### src/rtl/dice_roller_pkg.sv
// Shared constants for the dice roller: die encodings, side counts, LFSR geometry.
// The top level also has an optional build switch, DICE_ROLL_EDGE_EN (see rtl/dice_roller.sv).
package dice_roller_pkg;

  localparam logic [1:0] DIE_D4  = 2'd0;
  localparam logic [1:0] DIE_D6  = 2'd1;
  localparam logic [1:0] DIE_D8  = 2'd2;
  localparam logic [1:0] DIE_D20 = 2'd3;

  localparam logic [4:0] SIDES_D4  = 5'd4;
  localparam logic [4:0] SIDES_D6  = 5'd6;
  localparam logic [4:0] SIDES_D8  = 5'd8;
  localparam logic [4:0] SIDES_D20 = 5'd20;

  localparam int          LFSR_W            = 16;
  localparam logic [15:0] LFSR_MASK         = 16'hB400;
  localparam logic [15:0] LFSR_SEED_DEFAULT = 16'hACE1;

  function automatic logic [4:0] sides_for(input logic [1:0] sel);
    logic [4:0] n;
    n = SIDES_D4;
    case (sel)
      DIE_D4:  n = SIDES_D4;
      DIE_D6:  n = SIDES_D6;
      DIE_D8:  n = SIDES_D8;
      DIE_D20: n = SIDES_D20;
      default: n = SIDES_D4;
    endcase
    return n;
  endfunction

endpackage

### src/rtl/dice_lfsr.sv
// Free-running 16-bit Galois LFSR (mask 16'hB400) with seed load on reset
// and recovery from the all-zero lock-up state.
module dice_lfsr
  import dice_roller_pkg::*;
#(
  parameter logic [15:0] LFSR_SEED = LFSR_SEED_DEFAULT
) (
  input  logic              clk,
  input  logic              reset_n,
  output logic [LFSR_W-1:0] state
);

  logic [LFSR_W-1:0] state_reg;
  logic [LFSR_W-1:0] state_next;

  always_comb begin
    state_next = {1'b0, state_reg[LFSR_W-1:1]} ^ (state_reg[0] ? LFSR_MASK : '0);
    // All-zero is a fixed point of the register; force it back onto the sequence.
    if (state_reg == '0) begin
      state_next = LFSR_SEED;
    end
  end

  always_ff @(posedge clk) begin
    if (!reset_n) begin
      state_reg <= LFSR_SEED;
    end else begin
      state_reg <= state_next;
    end
  end

  assign state = state_reg;

endmodule

### src/rtl/dice_roller.sv
// Electronic die: scales the LFSR low byte to 1..N on a roll event and holds it.
// Define DICE_ROLL_EDGE_EN to trigger only on rising edges of roll instead of every high cycle.
module dice_roller
  import dice_roller_pkg::*;
#(
  parameter logic [15:0] LFSR_SEED = LFSR_SEED_DEFAULT
) (
  input  logic       clk,
  input  logic       reset_n,
  input  logic [1:0] die_select,
  input  logic       roll,
  output logic [7:0] rolled_number
);

  logic [LFSR_W-1:0] lfsr_state;
  logic [4:0]        sides;
  logic [12:0]       product;
  logic [7:0]        face;
  logic              roll_event;
  logic [7:0]        rolled_reg;
  logic              unused_lfsr_hi;

  dice_lfsr #(
    .LFSR_SEED(LFSR_SEED)
  ) u_lfsr (
    .clk    (clk),
    .reset_n(reset_n),
    .state  (lfsr_state)
  );

  // Only the low byte feeds the scaler; the high byte is pure sequence state.
  assign unused_lfsr_hi = ^lfsr_state[LFSR_W-1:8];

  assign sides   = sides_for(die_select);
  assign product = 13'(lfsr_state[7:0]) * 13'(sides);
  assign face    = 8'(product >> 8) + 8'd1;

`ifdef DICE_ROLL_EDGE_EN
  logic roll_prev_reg;

  always_ff @(posedge clk) begin
    if (!reset_n) begin
      roll_prev_reg <= 1'b0;
    end else begin
      roll_prev_reg <= roll;
    end
  end

  assign roll_event = roll & ~roll_prev_reg;
`else
  assign roll_event = roll;
`endif

  always_ff @(posedge clk) begin
    if (!reset_n) begin
      rolled_reg <= 8'd0;
    end else if (roll_event) begin
      rolled_reg <= face;
    end
  end

  assign rolled_number = rolled_reg;

endmodule

### config.mk
export PLATFORM = sky130hd
export DESIGN_NAME = dice_roller
export DESIGN_NICKNAME = d
export VERILOG_FILES = /design/src/rtl/dice_roller_pkg.sv /design/src/rtl/dice_lfsr.sv /design/src/rtl/dice_roller.sv
export SDC_FILE = /design/constraint.sdc
export NUM_CORES = 1
export LEC_CHECK = 0
export BUFFER_PORTS_ARGS = -buffer_cell sky130_fd_sc_hd__buf_2
export CORE_ASPECT_RATIO = 1.5
export CORE_MARGIN = 4
export CORE_UTILIZATION = 55
export CTS_BUF_LIST = sky130_fd_sc_hd__clkbuf_8
export DETAILED_ROUTE_END_ITERATION = 12
export PLACE_DENSITY = 0.8
export SETUP_SLACK_MARGIN = 0.5
export SKIP_LAST_GASP = 1
export SLEW_MARGIN = 20
export SYNTH_ARGS = -nofsm -noshare
export SYNTH_HDL_FRONTEND = slang
export SYNTH_HIERARCHICAL = 1
export SYNTH_SLANG_ARGS = --single-unit
### constraint.sdc
create_clock -name clk -period 14.4 [get_ports clk]
set_input_delay 2.88 -clock clk [delete_from_list [all_inputs] [get_ports clk]]
set_output_delay 2.88 -clock clk [all_outputs]
set_load 0.1 [all_outputs]
==> tab_implementation.tex <==
\begin{tabular}{lr}
\hline
Metric & Value \\
\hline
\multicolumn{2}{l}{\textbf{Run status}} \\
\quad Outcome & completed \\
\multicolumn{2}{l}{\textbf{Detailed routing}} \\
\quad Routed wire length per instance & 16.33 um \\
\quad Vias per cell & 6.059 \\
\quad Antenna-violating nets left & 0 \\
\quad Detailed-route wire length & 3.886 mm \\
\quad Residual DRC count & 0 \\
\quad Number of DRC markers in iteration 0 & just over 50 \\
\quad Via Count & 1442 \\
\quad Total iterations of the first detailed-routing run & 4 \\
\multicolumn{2}{l}{\textbf{Setup path}} \\
\quad Critical path required time & approximately 15 ns \\
\quad Kind of cell with the highest combined delay on the critical path & adder cells \\
\quad Type of the worst setup path & primary input to flop \\
\quad Origin of the critical flop-to-flop path & u\_lfsr/state[0] \\
\quad Worst-path fanout max & 12 \\
\quad Endpoint kind of the worst setup timing path & flop \\
\quad Launching element of the worst setup path & die\_select[1] \\
\quad Worst Reg-to-Reg Cells & 15 \\
\quad Delay contributed by the slowest stage of the critical path & roughly 0.53 ns \\
\quad Worst R2R Setup Slack & 10.01 ns \\
\quad Crit path arrival time & roughly 7.2 ns \\
\quad Crit-path most repeated cell & sky130\_fd\_sc\_hd\_\_ha\_1 \\
\quad Element type at the critical path start & primary input \\
\quad Slowest cell on the critical path & sky130\_fd\_sc\_hd\_\_fa\_1 \\
\quad Sequence of cells on the critical path & buf\_2, nor2b\_1, nand2\_1, fa\_1, inv\_1, fa\_1, ha\_1, ha\_1, and3\_2, a2111oi\_2, nor2\_1, a21o\_1, o221a\_2, ha\_1, o21a\_1, a211oi\_1, a221o\_1 \\
\quad Endpoint of the most critical register-to-register path & rolled\_number[4] \\
\quad Critical path buffers and inverters & 2 \\
\multicolumn{2}{l}{\textbf{Die}} \\
\quad Core area & 3222 sq um \\
\quad I/O pins & 13 \\
\quad Die outline area & 4425 sq um \\
\quad Starting density of the core & between 50\% and 60\% \\
\quad Placement Rows & 25 \\
\quad Height of the die & 79.50 um \\
\quad Die width & around 56 um \\
\multicolumn{2}{l}{\textbf{Power and ir drop}} \\
\quad Cell area power density & 103.9 nW/um\^{}2 \\
\quad Leakage power summed over all cells & $\sim$0.93 nW \\
\quad Worst VDD drop & roughly 0.000082 V \\
\multicolumn{2}{l}{\textbf{Logic synthesis}} \\
\quad Simple logic cell fraction of the synthesized area & 28.77\% \\
\quad Number of flops mapped to enable cells by yosys & 0 \\
\quad Post-synthesis adder-cell area fraction & a little over a quarter \\
\quad Portion of netlist area occupied by mux cells & under 10\% \\
\quad Seq/Total Area, Yosys & a little under a quarter \\
\quad Share of the synthesized area in compound gates (AO/OA/AOI/OAI) & between 10\% and 20\% \\
\quad Count of state elements after synthesis & 22 \\
\quad Number of different library cells in the post-synthesis netlist & 52 \\
\quad Combinational family with the most area after synthesis & simple AND/OR/NAND/NOR gates \\
\quad Synth Warn \# & 6 \\
\quad Leading area contributor after synthesis & sky130\_fd\_sc\_hd\_\_dfxtp\_1 \\
\quad Top area cells in the synthesized netlist & sky130\_fd\_sc\_hd\_\_dfxtp\_1 23\%, sky130\_fd\_sc\_hd\_\_ha\_1 13\%, sky130\_fd\_sc\_hd\_\_fa\_1 13\%, sky130\_fd\_sc\_hd\_\_and2\_1 8.0\%, sky130\_fd\_sc\_hd\_\_xnor2\_1 2.3\% \\
\quad Cell area after synthesis & 1874 sq um \\
\quad Mean instance size in the synthesized netlist & between 9 and 10 sq um \\
\quad Share of flip-flops with an asynchronous set or reset after synthesis & 0\% \\
\quad Parity-gate share of the synthesized area counting xor and xnor cells & approximately 2.8\% \\
\quad Share of the synthesized area in the top cell type & 23.50\% \\
\quad Dominant register cell in the synthesized netlist & sky130\_fd\_sc\_hd\_\_dfxtp\_1 \\
\quad Instance count of the mapped netlist & 190 \\
\multicolumn{2}{l}{\textbf{Layout}} \\
\quad Leading cell types in the layout, fill and taps excluded & 24 x sky130\_fd\_sc\_hd\_\_and2\_1, 22 x sky130\_fd\_sc\_hd\_\_dfxtp\_1, 20 x sky130\_fd\_sc\_hd\_\_ha\_1 \\
\quad Flip-flop count of the largest register after layout & 16 \\
\quad Most common library cell in the layout ignoring fill and taps & sky130\_fd\_sc\_hd\_\_and2\_1 \\
\quad Count of nets after finishing & between 200 and 250 \\
\quad Synthesis-to-layout area growth & 5.741\% \\
\quad ANT cells & 0 \\
\quad Fillers & 270 \\
\quad Ratio of cells with drive above 1 in the final layout & 15.15\% \\
\multicolumn{2}{l}{\textbf{STA}} \\
\quad Final setup violating endpoints & 0 \\
\quad Number of pins exceeding their max-slew limit in the final report & 0 \\
\quad Unrepaired setup endpoints after global routing & false \\
\quad Worst hold slack after final layout & 0.4807 ns \\
\quad Setup TNS & 0 ns \\
\quad Clock period minus worst slack & $\sim$7.0 ns \\
\quad Post-route clock skew & around 0.0014 ns \\
\quad Post-route clock period utilization & about half \\
\quad Timing-limited maximum frequency & roughly 140 MHz \\
\quad Count of final hold-check violations & 0 \\
\multicolumn{2}{l}{\textbf{Clock tree}} \\
\quad Root Buffer & sky130\_fd\_sc\_hd\_\_clkbuf\_8 \\
\quad Clock edge transition at the registers on the reported setup and hold paths & approximately 0.080 ns \\
\quad Number of hold buffers added after CTS & 0 \\
\quad CTS resizes & 0 \\
\quad Largest buffer count on any clock path & 2 \\
\quad Worst skew pair latency & around 0.26 ns \\
\quad TritonCTS clock tree & built \\
\quad Number of CTS-inserted buffers & 3 \\
\quad Htree depth & 1 \\
\quad Sinks on Clock Net & 22 \\
\quad Setup fix buffers added after clock tree synthesis & 0 \\
\multicolumn{2}{l}{\textbf{Placement}} \\
\quad Port buffer count & 10 \\
\quad Dpl hpwl & roughly 3.2 mm \\
\quad GP Congestion & $\sim$0.86 \\
\multicolumn{2}{l}{\textbf{Hold path}} \\
\quad Startpoint of the most critical hold path & u\_lfsr/state[12] \\
\quad Hold Path Cell Cnt & 1 \\
\quad Classification of the worst-slack hold path & flop to flop \\
\quad Hold Path Sink & u\_lfsr/state[11] \\
\multicolumn{2}{l}{\textbf{Global route}} \\
\quad Largest net degree at the start of global routing & 16 \\
\quad Global Route Usage Sum & 19.35\% \\
\quad Total global routing overflow & 0 \\
\quad Number of global-route vias before repair & $\sim$1500 \\
\quad First-pass GRT wire length & between 6 and 7 mm \\
\quad Number of antenna violations at the first check in global routing & 0 \\
\multicolumn{2}{l}{\textbf{Job}} \\
\quad Max cap viols & 0 \\
\hline
\end{tabular}
-- metal layers --
metal	vias up	GRT usage (%)	wire length [um]
li1	689	-	-
met1	704	17.98	1384
met2	33	39.69	2273
met3	16	3.398	109
met4	0	8.516	117
met5	-	0	0
-- metrics by stage --
step	power (mW)	worst slack, ns	utilization (%)	cell area (sq um)	instances
final	0.2059	7.424	61.51	1982	238
after global routing	0.2211	7.142	61.51	1982	238
after CTS	0.2073	7.495	61.51	1982	238
after detailed placement	0.1685	7.224	60.23	1941	235
after global placement	0.1653	7.388	60.23	1941	235
after floorplan	0.1531	7.480	-	1878	191
-- cells by family (layout without fill, tap and decap cells) --
group,after synthesis,count (layout)
other,1,2
XOR/XNOR,6,6
AO/OA/AOI/OAI,29,29
flip-flops,22,22
buffers and inverters,15,22
AND/OR/NAND/NOR,83,83
multiplexers,2,2
adder cells (fa/ha/maj),32,32
-- how the worst max path moves through the flow --
| stage | slack [ns] | end | cells past startpoint |
|---|---|---|---|
| final | 7.42 | rolled_number[4] | 17 |
| after global routing | 7.14 | rolled_number[4] | 17 |
| after CTS | 7.50 | rolled_number[4] | 17 |
| after detailed placement | 7.22 | rolled_number[4] | 17 |
| after global placement | 7.39 | rolled_number[4] | 16 |
| after floorplan | 7.48 | rolled_number[4] | 16 |
-- power by group --
part	switching (mW)	internal [mW]
sequential	0.00539	0.0666
clock	0.0199	0.0187
combinational	0.0620	0.0334
total	0.0872	0.119
-- Yosys cell counts, types with 3 or more instances --
library cell	n
sky130_fd_sc_hd__a21o_1	3
sky130_fd_sc_hd__a21oi_1	4
sky130_fd_sc_hd__and2_1	24
sky130_fd_sc_hd__and3_1	5
sky130_fd_sc_hd__clkbuf_1	3
sky130_fd_sc_hd__dfxtp_1	22
sky130_fd_sc_hd__fa_1	12
sky130_fd_sc_hd__ha_1	20
sky130_fd_sc_hd__inv_1	8
sky130_fd_sc_hd__nand2_1	11
sky130_fd_sc_hd__nand2b_1	6
sky130_fd_sc_hd__nand3_1	5
sky130_fd_sc_hd__nor2_1	5
sky130_fd_sc_hd__nor2b_1	6
sky130_fd_sc_hd__o21ai_0	3
sky130_fd_sc_hd__xnor2_1	5
-- area by class of cell --
type	instances	area (sq um)	area share, %
clock buffer	3	41.29	2.083
inverter	9	33.78	1.705
multi-input combinational	154	1366	68.94
sequential	22	440.4	22.22
tap	40	50.05	2.525
timing repair buffer	10	50.05	2.525
-- worst reg2reg max path, stage by stage, from the launching register on --
cell	delay, ns
sky130_fd_sc_hd__dfxtp_1	0.57
sky130_fd_sc_hd__nand3_1	0.19
sky130_fd_sc_hd__fa_1	0.57
sky130_fd_sc_hd__inv_1	0.06
sky130_fd_sc_hd__fa_1	0.43
sky130_fd_sc_hd__ha_1	0.29
sky130_fd_sc_hd__ha_1	0.28
sky130_fd_sc_hd__and3_2	0.24
sky130_fd_sc_hd__a2111oi_2	0.43
sky130_fd_sc_hd__nor2_1	0.08
sky130_fd_sc_hd__a21o_1	0.19
sky130_fd_sc_hd__o221a_2	0.24
sky130_fd_sc_hd__ha_1	0.22
sky130_fd_sc_hd__o21a_1	0.11
sky130_fd_sc_hd__a211oi_1	0.29
sky130_fd_sc_hd__a221o_1	0.16
No activity file was read; power rests on OpenSTA's default activity.
